`config.mk`:
```
export PLATFORM = sky130hd
export DESIGN_NAME = edge_frame_gate
export DESIGN_NICKNAME = d
export VERILOG_FILES = /design/src/rtl/edge_frame_gate.sv
export SDC_FILE = /design/constraint.sdc
export NUM_CORES = 1
export LEC_CHECK = 0
export BUFFER_PORTS_ARGS = -buffer_cell sky130_fd_sc_hd__buf_2
export CORE_ASPECT_RATIO = 1.25
export CORE_MARGIN = 2
export CORE_UTILIZATION = 31
export CTS_CLUSTER_DIAMETER = 80
export CTS_CLUSTER_SIZE = 10
export DETAILED_ROUTE_END_ITERATION = 7
export PLACE_DENSITY = 0.44
export SLEW_MARGIN = 10
export SYNTH_ARGS = -nofsm -noshare
export SYNTH_HDL_FRONTEND = slang
export SYNTH_SLANG_ARGS = --single-unit
```
`constraint.sdc`:
```
create_clock -name clk -period 2.7 [get_ports clk]
set_input_delay 0.27 -clock clk [delete_from_list [all_inputs] [get_ports clk]]
set_output_delay 0.27 -clock clk [all_outputs]
set_load 0.05 [all_outputs]
```
`src/rtl/edge_frame_gate.sv`:
```
// Single-frame capture gate: forwards exactly H_ACT*V_ACT pixels per capture, padding short frames.
// Optional macro EDGE_THRESH_EN binarises forwarded pixels against THRESH.
module edge_frame_gate #(
    parameter int          H_ACT  = 176,
    parameter int          V_ACT  = 240,
    parameter logic [7:0]  THRESH = 8'd128
) (
    input  logic       clk,
    input  logic       reset,
    input  logic       capture_req,
    input  logic       tx_frame_done,
    input  logic       in_vsync,
    input  logic       in_de,
    input  logic [7:0] in_data,
    output logic       canny_de,
    output logic [7:0] canny_data,
    output logic       busy,
    output logic       frame_err
);

    localparam int             PIX  = H_ACT * V_ACT;
    localparam int             CW   = $clog2(PIX + 1);
    localparam logic [CW-1:0]  LAST = CW'(PIX);

    typedef enum logic [2:0] {IDLE, ARM, CAPTURE, PAD, HOLD} state_t;

    state_t        state;
    logic          vsync_q;
    logic          vs_rise;
    logic [CW-1:0] cnt;
    logic [CW-1:0] cnt_inc;
    logic [7:0]    pix;

    assign vs_rise = in_vsync & ~vsync_q;
    assign cnt_inc = cnt + CW'(1);

`ifdef EDGE_THRESH_EN
    assign pix = (in_data >= THRESH) ? 8'hFF : 8'h00;
`else
    logic thresh_unused;
    assign pix           = in_data;
    assign thresh_unused = ^THRESH;
`endif

    always_ff @(posedge clk or posedge reset) begin
        if (reset) begin
            state      <= IDLE;
            vsync_q    <= 1'b0;
            cnt        <= '0;
            canny_de   <= 1'b0;
            canny_data <= '0;
            busy       <= 1'b0;
            frame_err  <= 1'b0;
        end else begin
            vsync_q    <= in_vsync;
            canny_de   <= 1'b0;
            canny_data <= '0;
            case (state)
                IDLE: begin
                    cnt <= '0;
                    if (capture_req) begin
                        state     <= ARM;
                        busy      <= 1'b1;
                        frame_err <= 1'b0;
                    end
                end
                ARM: begin
                    if (vs_rise) begin
                        state <= CAPTURE;
                        // A pixel coincident with the frame-start edge is the first pixel.
                        if (in_de) begin
                            canny_de   <= 1'b1;
                            canny_data <= pix;
                            cnt        <= cnt_inc;
                            if (cnt_inc == LAST) state <= HOLD;
                        end
                    end
                end
                CAPTURE: begin
                    if (vs_rise) begin
                        frame_err <= 1'b1;
                        state     <= PAD;
                    end else if (in_de) begin
                        canny_de   <= 1'b1;
                        canny_data <= pix;
                        cnt        <= cnt_inc;
                        if (cnt_inc == LAST) state <= HOLD;
                    end
                end
                PAD: begin
                    canny_de <= 1'b1;
                    cnt      <= cnt_inc;
                    if (cnt_inc == LAST) state <= HOLD;
                end
                HOLD: begin
                    if (tx_frame_done) begin
                        state <= IDLE;
                        busy  <= 1'b0;
                    end
                end
                default: begin
                    state <= IDLE;
                    busy  <= 1'b0;
                end
            endcase
        end
    end

endmodule

```
==> results of run 1 <==
layout by cell type (no fill, tap or decap), drive strengths merged, types with 2 or more instances in the layout:
| cell | netlist | final |
|---|---|---|
| xor2 | 2 | 2 |
| o31ai | 7 | 7 |
| a21oi | 7 | 7 |
| mux2i | 5 | 5 |
| nor3 | 2 | 2 |
| buf | 6 | 27 |
| or2 | 3 | 3 |
| xnor2 | 2 | 2 |
| nand4 | 6 | 6 |
| nor2 | 10 | 10 |
| nand2b | 7 | 7 |
| dfrtp | 31 | 31 |
| o32ai | 2 | 2 |
| and3 | 3 | 3 |
| nand2 | 18 | 18 |
| o41ai | 2 | 2 |
| o21a | 2 | 2 |
| nand3 | 7 | 7 |
| o21ai | 23 | 23 |
| nor4 | 3 | 3 |
| inv | 3 | 3 |
| a41oi | 3 | 3 |
| clkbuf | 7 | 6 |
| and2 | 10 | 10 |
metal layers:
metal,up-vias,routed length (µm)
li1,707,-
met1,709,1810
met5,-,0
met3,5,109
met4,0,63
met2,20,1900
how the worst min path moves through the flow:
stage | start | end | cells past startpoint
after floorplan | in_vsync | vsync_q | 0
after global placement | reset | canny_de | 3
after detailed placement | reset | canny_de | 3
after CTS | reset | canny_de | 3
after global routing | in_vsync | vsync_q | 1
final | reset | canny_de | 3
critical path, cell delays in order, from the launching register on:
cell     delay, ps
dfrtp_1        460
ha_1           310
nand3_1        250
nor4_1         510
mux2i_1        270
nand4_2        160
a41o_1         280
registers in the layout, indices dropped and copies added (netlist names):
register    cells
busy            1
canny_data      8
canny_de        1
cnt            16
frame_err       1
state           3
vsync_q         1
cells by family after synthesis:
family,after synthesis
and+or+nand+nor,75
AOI/OAI and AO/OA,52
DFF,31
buffers and inverters,16
muxes,6
xor gates and xnor gates,4
adders and majority gates,1
cell type report:
cell class                      instances  area [µm²]  share of cell area
Timing Repair Buffer                   27         143              0.0715
Clock inverter                          1        5.00             0.00251
Multi-Input combinational cell        138         898               0.450
Clock buffer                            6        82.6              0.0414
Tap cell                               64        80.1              0.0401
Inverter                                3        11.3             0.00564
Sequential cell                        31         776               0.389
power by group through the flow:
stage,clock network (mW),logic [mW],registers (mW)
finish,0.370,0.234,0.642
floorplan,0,0.192,0.627
global route,0.402,0.266,0.660
detailed placement,0,0.236,0.647
CTS,0.385,0.237,0.640
global placement,0,0.238,0.646
stage by stage:
stage	instance area, µm²	power (mW)	std cells	worst slack [ps]
floorplan	1760	0.819	185	684
global placement	1910	0.884	263	483
detailed placement	1910	0.883	263	375
CTS	2000	1.26	270	347
global route	2000	1.33	270	179
finish	2000	1.25	270	364
==> reports/qor.txt, run 1 <==
status - complete, no violations
synth warn - 0
First-pass DRT Iterations - 4
Synth Area in Simple Gates - 0.235
routed len/inst - 14.4 µm
# nets final - 221
Reg clk slew, reported paths - 70 ps
# DRC - 0
commonest cells in the netlist - dfrtp_1, nand2_1, o21ai_0
Max-Cap Viols - 0
total gr overflow - 0
post-route minimum period - 2340 ps
hold buffers post-CTS - 0
worst hold path type - in2async
Syn Std Cell Area - 1760 µm²
LEAKAGE - 0.871 nW
layout cells sized above 1 - 0.248
post-synthesis mux area share - 0.0348
switching portion of total power - 0.323
met3 global-route usage - 0.0319
Vias - 1441
most area-hungry cell type in the Yosys netlist - dfrtp_1
FMAX - 0.428 GHz
clock latency at the later pin of the worst-skew pair - 280 ps
global-route wire length before repair - 6680 µm
Setup crit end kind - flop
row count - 30
vias in the first global route - 1422
Total Wirelength - 3880 µm
Die Area - 6310 µm²
RSZ-0062 raised after global routing - no
Post CTS Setup Buffer Count - 0
# setup viols final - 0
post-synthesis register bit count - 31
reg2reg path depth - 6
synthesized-area fraction occupied by adder cells - 0.00710
DRT iter0 DRCs - 98
clk buf depth - 2
Worst Setup SP - cnt[0]
clock skew - 5.51 ps
largest family of logic cells by synthesized area - simple AND/OR/NAND/NOR gates
Slew @ Worst Pin - 481 ps
I/O pins - 25
power per cell area - 624 nW/µm²
Max Slew Vio Count - 0
Worst Setup Path Type - reg2reg
post-synth top area share - 0.440
number of synthesized flops with an enable pin - 0
Worst EP required - 2870 ps
Arr. time, crit path - 2500 ps
relative slew slack - 0.678
Cells after Synth - 185
Synth Area in Compound Gates - 0.213
vias per inst - 5.34
Syn Area/Cell - 9.53 µm²
Fin. Hold Viols - 0
switching power total - 402 µW
CTS tree - yes
XOR/XNOR Fraction of Synth Area - 0.0199
Comb power frac - 0.188
Worst IR Drop VDD - 0.250 mV
Die Width - 71.5 µm
Port Buffers - 24
H-Tree Depth - 2
met2 usage - 0.228
Core ar. - 5440 µm²
fill count - 553
post-layout util - 0.367
clk sinks - 31
Yosys cell types - 48
Starting Density - 0.324
top cells by area, synth - dfrtp_1, nand2_1, o21ai_0
worst flop-to-flop path endpoint - state[0]
Worst Hold Slack - 59.9 ps
clock root buffer - clkbuf_8
initial antenna violation count - 0
Mapped Nets - 200
Post-synth ARST share - 1.00
largest net degree at the start of global routing - 32
Post-Route Setup TNS - 0 ps
Seq pwr share - 0.515
Main synth FF type - dfrtp_1
Clock power frac - 0.297
met1 GRT Util - 0.167
Tot GR Track Use - 0.136
DIE HEIGHT - 88.3 µm
Max Fanout on Critical Path - 8
CP endpoint - state[0]
Post-DP HPWL - 2740 µm
RePlAce Congestion - 0.772
Area growth syn-to-layout - 13.2%
P_int - 843 µW
Final ANT Viol Nets - 0
Reg2Reg Setup Slack - 360 ps
post-synthesis sequential area ratio - 0.440
TritonCTS buffer count - 5
Resized Gates After CTS - 0
diodes inserted - 0
most common cell in the netlist - dfrtp_1
GRT busiest layer - met2
CP Launch Type - flop
worst reg2reg path startpoint - cnt[0]
fin crit share - 0.865
(Power assumes the default switching activity.)
==> run 2, diff against run 1 <==
Clock period 2.7 ns to 2.4 ns, I/O delays scaled along.
==> reports/qor.txt, run 2 (synthesis results as in run 1) <==
clock root buffer - clkbuf_8
RePlAce Congestion - 0.812 (+5.3%)
Vias - 1479 (+2.6%)
Setup crit end kind - flop
hold buffers post-CTS - 0 (unchanged)
Max Slew Vio Count - 0 (unchanged)
fin crit share - 0.888 (+0.0228)
cell area after layout - 2010 µm² (+0.75%)
Resized Gates After CTS - 0 (unchanged)
Port Buffers - 24 (unchanged)
most frequent cells in the layout - dfrtp_1, buf_2, nand2_1
Fin. Hold Viols - 0 (unchanged)
diodes inserted - 0 (unchanged)
RSZ-0062 raised after global routing - no
# DRC - 0 (unchanged)
Arr. time, crit path - 2300 ps (-200 ps)
fill count - 560 (+1.3%)
vias in the first global route - 1466 (+3.1%)
Post CTS Setup Buffer Count - 0 (unchanged)
Area growth syn-to-layout - 14.1%
Slew @ Worst Pin - 483 ps (+2.09 ps)
clock skew - 5.42 ps (-0.0919 ps)
I/O pins - 25 (unchanged)
clk buf depth - 2 (unchanged)
global-route wire length before repair - 6890 µm (+3.1%)
Die Width - 71.5 µm (unchanged)
Total Wirelength - 3970 µm (+2.4%)
Core ar. - 5440 µm² (unchanged)
post-route minimum period - 2130 ps (-205 ps)
met3 global-route usage - 0.0308 (-0.00114)
vias per inst - 5.42 (+1.5%)
Tot GR Track Use - 0.141 (+0.00543)
largest net degree at the start of global routing - 32 (unchanged)
row count - 30 (unchanged)
Die Area - 6310 µm² (unchanged)
# setup viols final - 0 (unchanged)
Worst EP required - 2570 ps (-300 ps)
post-layout util - 0.369 (+0.00276)
clock latency at the later pin of the worst-skew pair - 280 ps (about the same)
placed inst area - 1920 µm² (+0.79%)
# nets final - 223 (+0.90%)
worst hold path type - in2async
most common cell after layout, fill and taps aside - dfrtp_1
TritonCTS buffer count - 5 (unchanged)
Reg clk slew, reported paths - 70 ps (about the same)
Max-Cap Viols - 0 (unchanged)
layout cells sized above 1 - 0.254 (+0.00602)
Worst Setup Path Type - reg2reg
H-Tree Depth - 2 (unchanged)
total gr overflow - 0 (unchanged)
GRT busiest layer - met2
Post-Route Setup TNS - 0 ps (unchanged)
max reg flops - 16 (unchanged)
CTS tree - yes
initial antenna violation count - 0 (unchanged)
met1 GRT Util - 0.170 (+0.00331)
Power Total - 1.38 mW (+11%)
First-pass DRT Iterations - 4 (unchanged)
routed len/inst - 14.6 µm (+1.3%)
DIE HEIGHT - 88.3 µm (unchanged)
post-route insts no fill - 273 (+1.1%)
biggest regs - cnt (16), canny_data (8), state (3)
FMAX - 0.469 GHz (+9.6%)
Max Fanout on Critical Path - 8 (unchanged)
power per cell area - 686 nW/µm² (+10%)
dpl cells - 265 (+0.76%)
met2 usage - 0.247 (+0.0185)
Reg with most FFs - cnt
Worst IR Drop VDD - 0.326 mV (+30%)
clk sinks - 31 (unchanged)
Starting Density - 0.324 (unchanged)
LEAKAGE - 0.876 nW (+0.56%)
Post-DP HPWL - 2840 µm (+3.7%)
Final ANT Viol Nets - 0 (unchanged)
DRT iter0 DRCs - 84 (-14%)
CP Launch Type - flop
status - complete, no violations
relative slew slack - 0.677 (-0.00140)
## run 2: per-layer routing
metal  share of wire  vias to the layer above
met5               0                        -
met3           0.033                        6
met4           0.017                        0
met2            0.50                       25
met1            0.45                      729
li1                -                      719
## run 2: critical path, cell delays in order (launching register included)
cell and delay [ps]:
dfrtp_1 460, ha_1 300, nand3_1 150, nor4_2 420, mux2i_1 270, nand4_2 140
a41o_1 270
## run 2: report_power, final
group          switching [mW]  leakage [nW]  internal, mW
clock network           0.188        0.0422         0.203
registers               0.121         0.392         0.600
logic                   0.140         0.442         0.128
total                   0.449         0.876         0.931
## run 2: path summary, 6_finish.rpt
path / start / endpoint / slack (ps) / cells past startpoint
max in group asynchronous: reset / cnt[11] / 2070 / 3
worst max-delay path: cnt[0] / state[0] / 270 / 6
worst min register to register: busy / busy / 480 / 2
worst min-delay path: reset / canny_de / 30 / 3
worst max register to register: cnt[0] / state[0] / 270 / 6
min in group clk: in_vsync / vsync_q / 90 / 1
## run 2: metrics by stage
| step | setup slack [ps] | hold WS (ps) |
|---|---|---|
| 4_1_cts | 175 | 46.8 |
| 5_1_grt | 104 | 68.3 |
| 3_3_place_gp | 328 | 339 |
| 6_report | 268 | 29.5 |
| 3_5_place_dp | 208 | 349 |
| 2_1_floorplan | 384 | 271 |
## run 2: layout make-up
cell class / count / area [µm²] / share of cell area
multi-input cells: 138 / 905 / 0.450
repair buffers: 29 / 158 / 0.0784
clock buffers: 7 / 76.3 / 0.0380
flip-flops and latches: 31 / 776 / 0.386
inverters: 3 / 11.3 / 0.00560
clock inverters: 1 / 5.00 / 0.00249
well taps: 64 / 80.1 / 0.0398
==> run 3, diff against run 2 <==
--- a/config.mk
+++ b/config.mk
@@ -8,5 +8,5 @@
 export BUFFER_PORTS_ARGS = -buffer_cell sky130_fd_sc_hd__buf_2
 export CORE_ASPECT_RATIO = 1.25
-export CORE_MARGIN = 2
+export CORE_MARGIN = 8
 export CORE_UTILIZATION = 31
 export CTS_CLUSTER_DIAMETER = 80
==> constraint.sdc (replaced) <==
create_clock -name clk -period 2.4 [get_ports clk]
set_input_delay 0.24 -clock clk [delete_from_list [all_inputs] [get_ports clk]]
set_output_delay 0.24 -clock clk [all_outputs]
set_load 0.1 [all_outputs]
==> reports/qor.txt, run 3 (synthesis results as in run 1) <==
Resized Gates After CTS - 0 (unchanged)
Post-DP HPWL - 3160 µm (+11%)
Vias - 1467 (-0.81%)
Reg clk slew, reported paths - 70 ps (about the same)
Worst EP required - 2570 ps (about the same)
I/O pins - 25 (unchanged)
biggest regs - cnt (16), canny_data (8), state (3)
Worst Setup Path Type - reg2reg
CTS tree - yes
Setup crit end kind - flop
Fin. Hold Viols - 0 (unchanged)
Slowest cell on crit path - dfrtp_1
FMAX - 0.458 GHz (-2.4%)
Slew @ Worst Pin - 676 ps (+192 ps)
max reg flops - 16 (unchanged)
initial antenna violation count - 0 (unchanged)
status - complete, no violations
diodes inserted - 0 (unchanged)
Tot GR Track Use - 0.110 (-0.0311)
Arr. time, crit path - 2360 ps (+60 ps)
fill count - 555 (-0.89%)
Max Fanout on Critical Path - 8 (unchanged)
Worst path max stage delay - 460 ps (about the same)
RePlAce Congestion - 0.804 (-0.96%)
relative slew slack - 0.549 (-0.128)
Core ar. - 5480 µm² (+0.69%)
Final ANT Viol Nets - 0 (unchanged)
Area growth syn-to-layout - 16.2%
# setup viols final - 0 (unchanged)
cell area after layout - 2050 µm² (+1.9%)
clock latency at the later pin of the worst-skew pair - 280 ps (about the same)
power per cell area - 762 nW/µm² (+11%)
Total Wirelength - 4320 µm (+8.6%)
Cell Chain, Critical Path - ha_1 -> nand3_1 -> nor4_1 -> mux2i_1 -> nand4_2 -> a41o_1
layout cells sized above 1 - 0.262 (+0.00832)
Post-Route Setup TNS - 0 ps (unchanged)
clk sinks - 31 (unchanged)
clk buf depth - 2 (unchanged)
Reg with most FFs - cnt
largest net degree at the start of global routing - 19 (-41%)
Max Slew Vio Count - 0 (unchanged)
# DRC - 0 (unchanged)
DRT iter0 DRCs - 64 (-24%)
TritonCTS buffer count - 5 (unchanged)
clock skew - 5.40 ps (-0.0230 ps)
routed len/inst - 15.8 µm (+8.2%)
global-route wire length before repair - 7550 µm (+9.6%)
placed inst area - 1930 µm² (+0.39%)
Die Area - 8370 µm² (+33%)
Die Width - 83.5 µm (+17%)
CP Launch Type - flop
H-Tree Depth - 2 (unchanged)
row count - 30 (unchanged)
Post CTS Setup Buffer Count - 0 (unchanged)
hold buffers post-CTS - 0 (unchanged)
clock root buffer - clkbuf_8
DIE HEIGHT - 100 µm (+14%)
Max-Cap Viols - 0 (unchanged)
vias in the first global route - 1566 (+6.8%)
RSZ-0062 raised after global routing - no
# nets final - 224 (+0.45%)
Worst IR Drop VDD - 0.330 mV (+1.0%)
worst hold path type - in2async
Port Buffers - 24 (unchanged)
Starting Density - 0.322 (-0.00222)
First-pass DRT Iterations - 5 (+1)
LEAKAGE - 0.900 nW (+2.8%)
total gr overflow - 0 (unchanged)
most common cell after layout, fill and taps aside - dfrtp_1
post-route minimum period - 2180 ps (+52.7 ps)
fin crit share - 0.910 (+0.0220)
most frequent cells in the layout - dfrtp_1, buf_2, nand2_1
vias per inst - 5.35 (-1.2%)
run 3: power breakdown:
part | switching [mW] | internal (mW)
clock | 0.206 | 0.336
sequential | 0.126 | 0.600
combinational | 0.164 | 0.128
total | 0.497 | 1.06
run 3: final cells by class:
| cell class | instances | area [µm²] | share of cell area |
|---|---|---|---|
| multi-input cells | 138 | 898 | 0.439 |
| flip-flops and latches | 31 | 776 | 0.379 |
| clock buffers | 6 | 82.6 | 0.0403 |
| clock inverters | 2 | 35.0 | 0.0171 |
| inverters | 3 | 11.3 | 0.00550 |
| repair buffers | 30 | 165 | 0.0806 |
| well taps | 64 | 80.1 | 0.0391 |
run 3: through the flow:
step	total power, mW	util	hold WS [ps]	worst slack, ps	cells
finish	1.56	0.374	45.3	216	274
CTS	1.59	0.374	76.6	202	274
global route	1.67	0.374	78.5	20.5	274
global placement	1.02	0.352	375	340	266
floorplan	0.941	-	271	384	185
detailed placement	1.03	0.352	381	238	266
run 3: worst paths after layout:
check	slack, ps	cells past startpoint	start	endpoint
hold reg to reg	490	2	busy	busy
max in group asynchronous	1680	3	reset	busy
setup / recovery	220	6	cnt[0]	state[0]
hold / removal	50	2	reset	cnt[4]
min in group clk	90	1	in_vsync	vsync_q
setup reg to reg	220	6	cnt[0]	state[0]
run 3: critical path: cells and delay by family, from the launching register on:
kind / cells / cell delay [ps]
compound gates: 1 / 280
simple gates: 3 / 740
fa+ha+maj: 1 / 310
mux: 1 / 290
flops: 1 / 460
run 3: per-layer routing:
metal	track usage	vias up	part of all wire
met3	0.0340	8	0.047
li1	-	713	-
met5	0	-	0
met4	0.0453	0	0.019
met2	0.182	33	0.49
met1	0.128	713	0.44
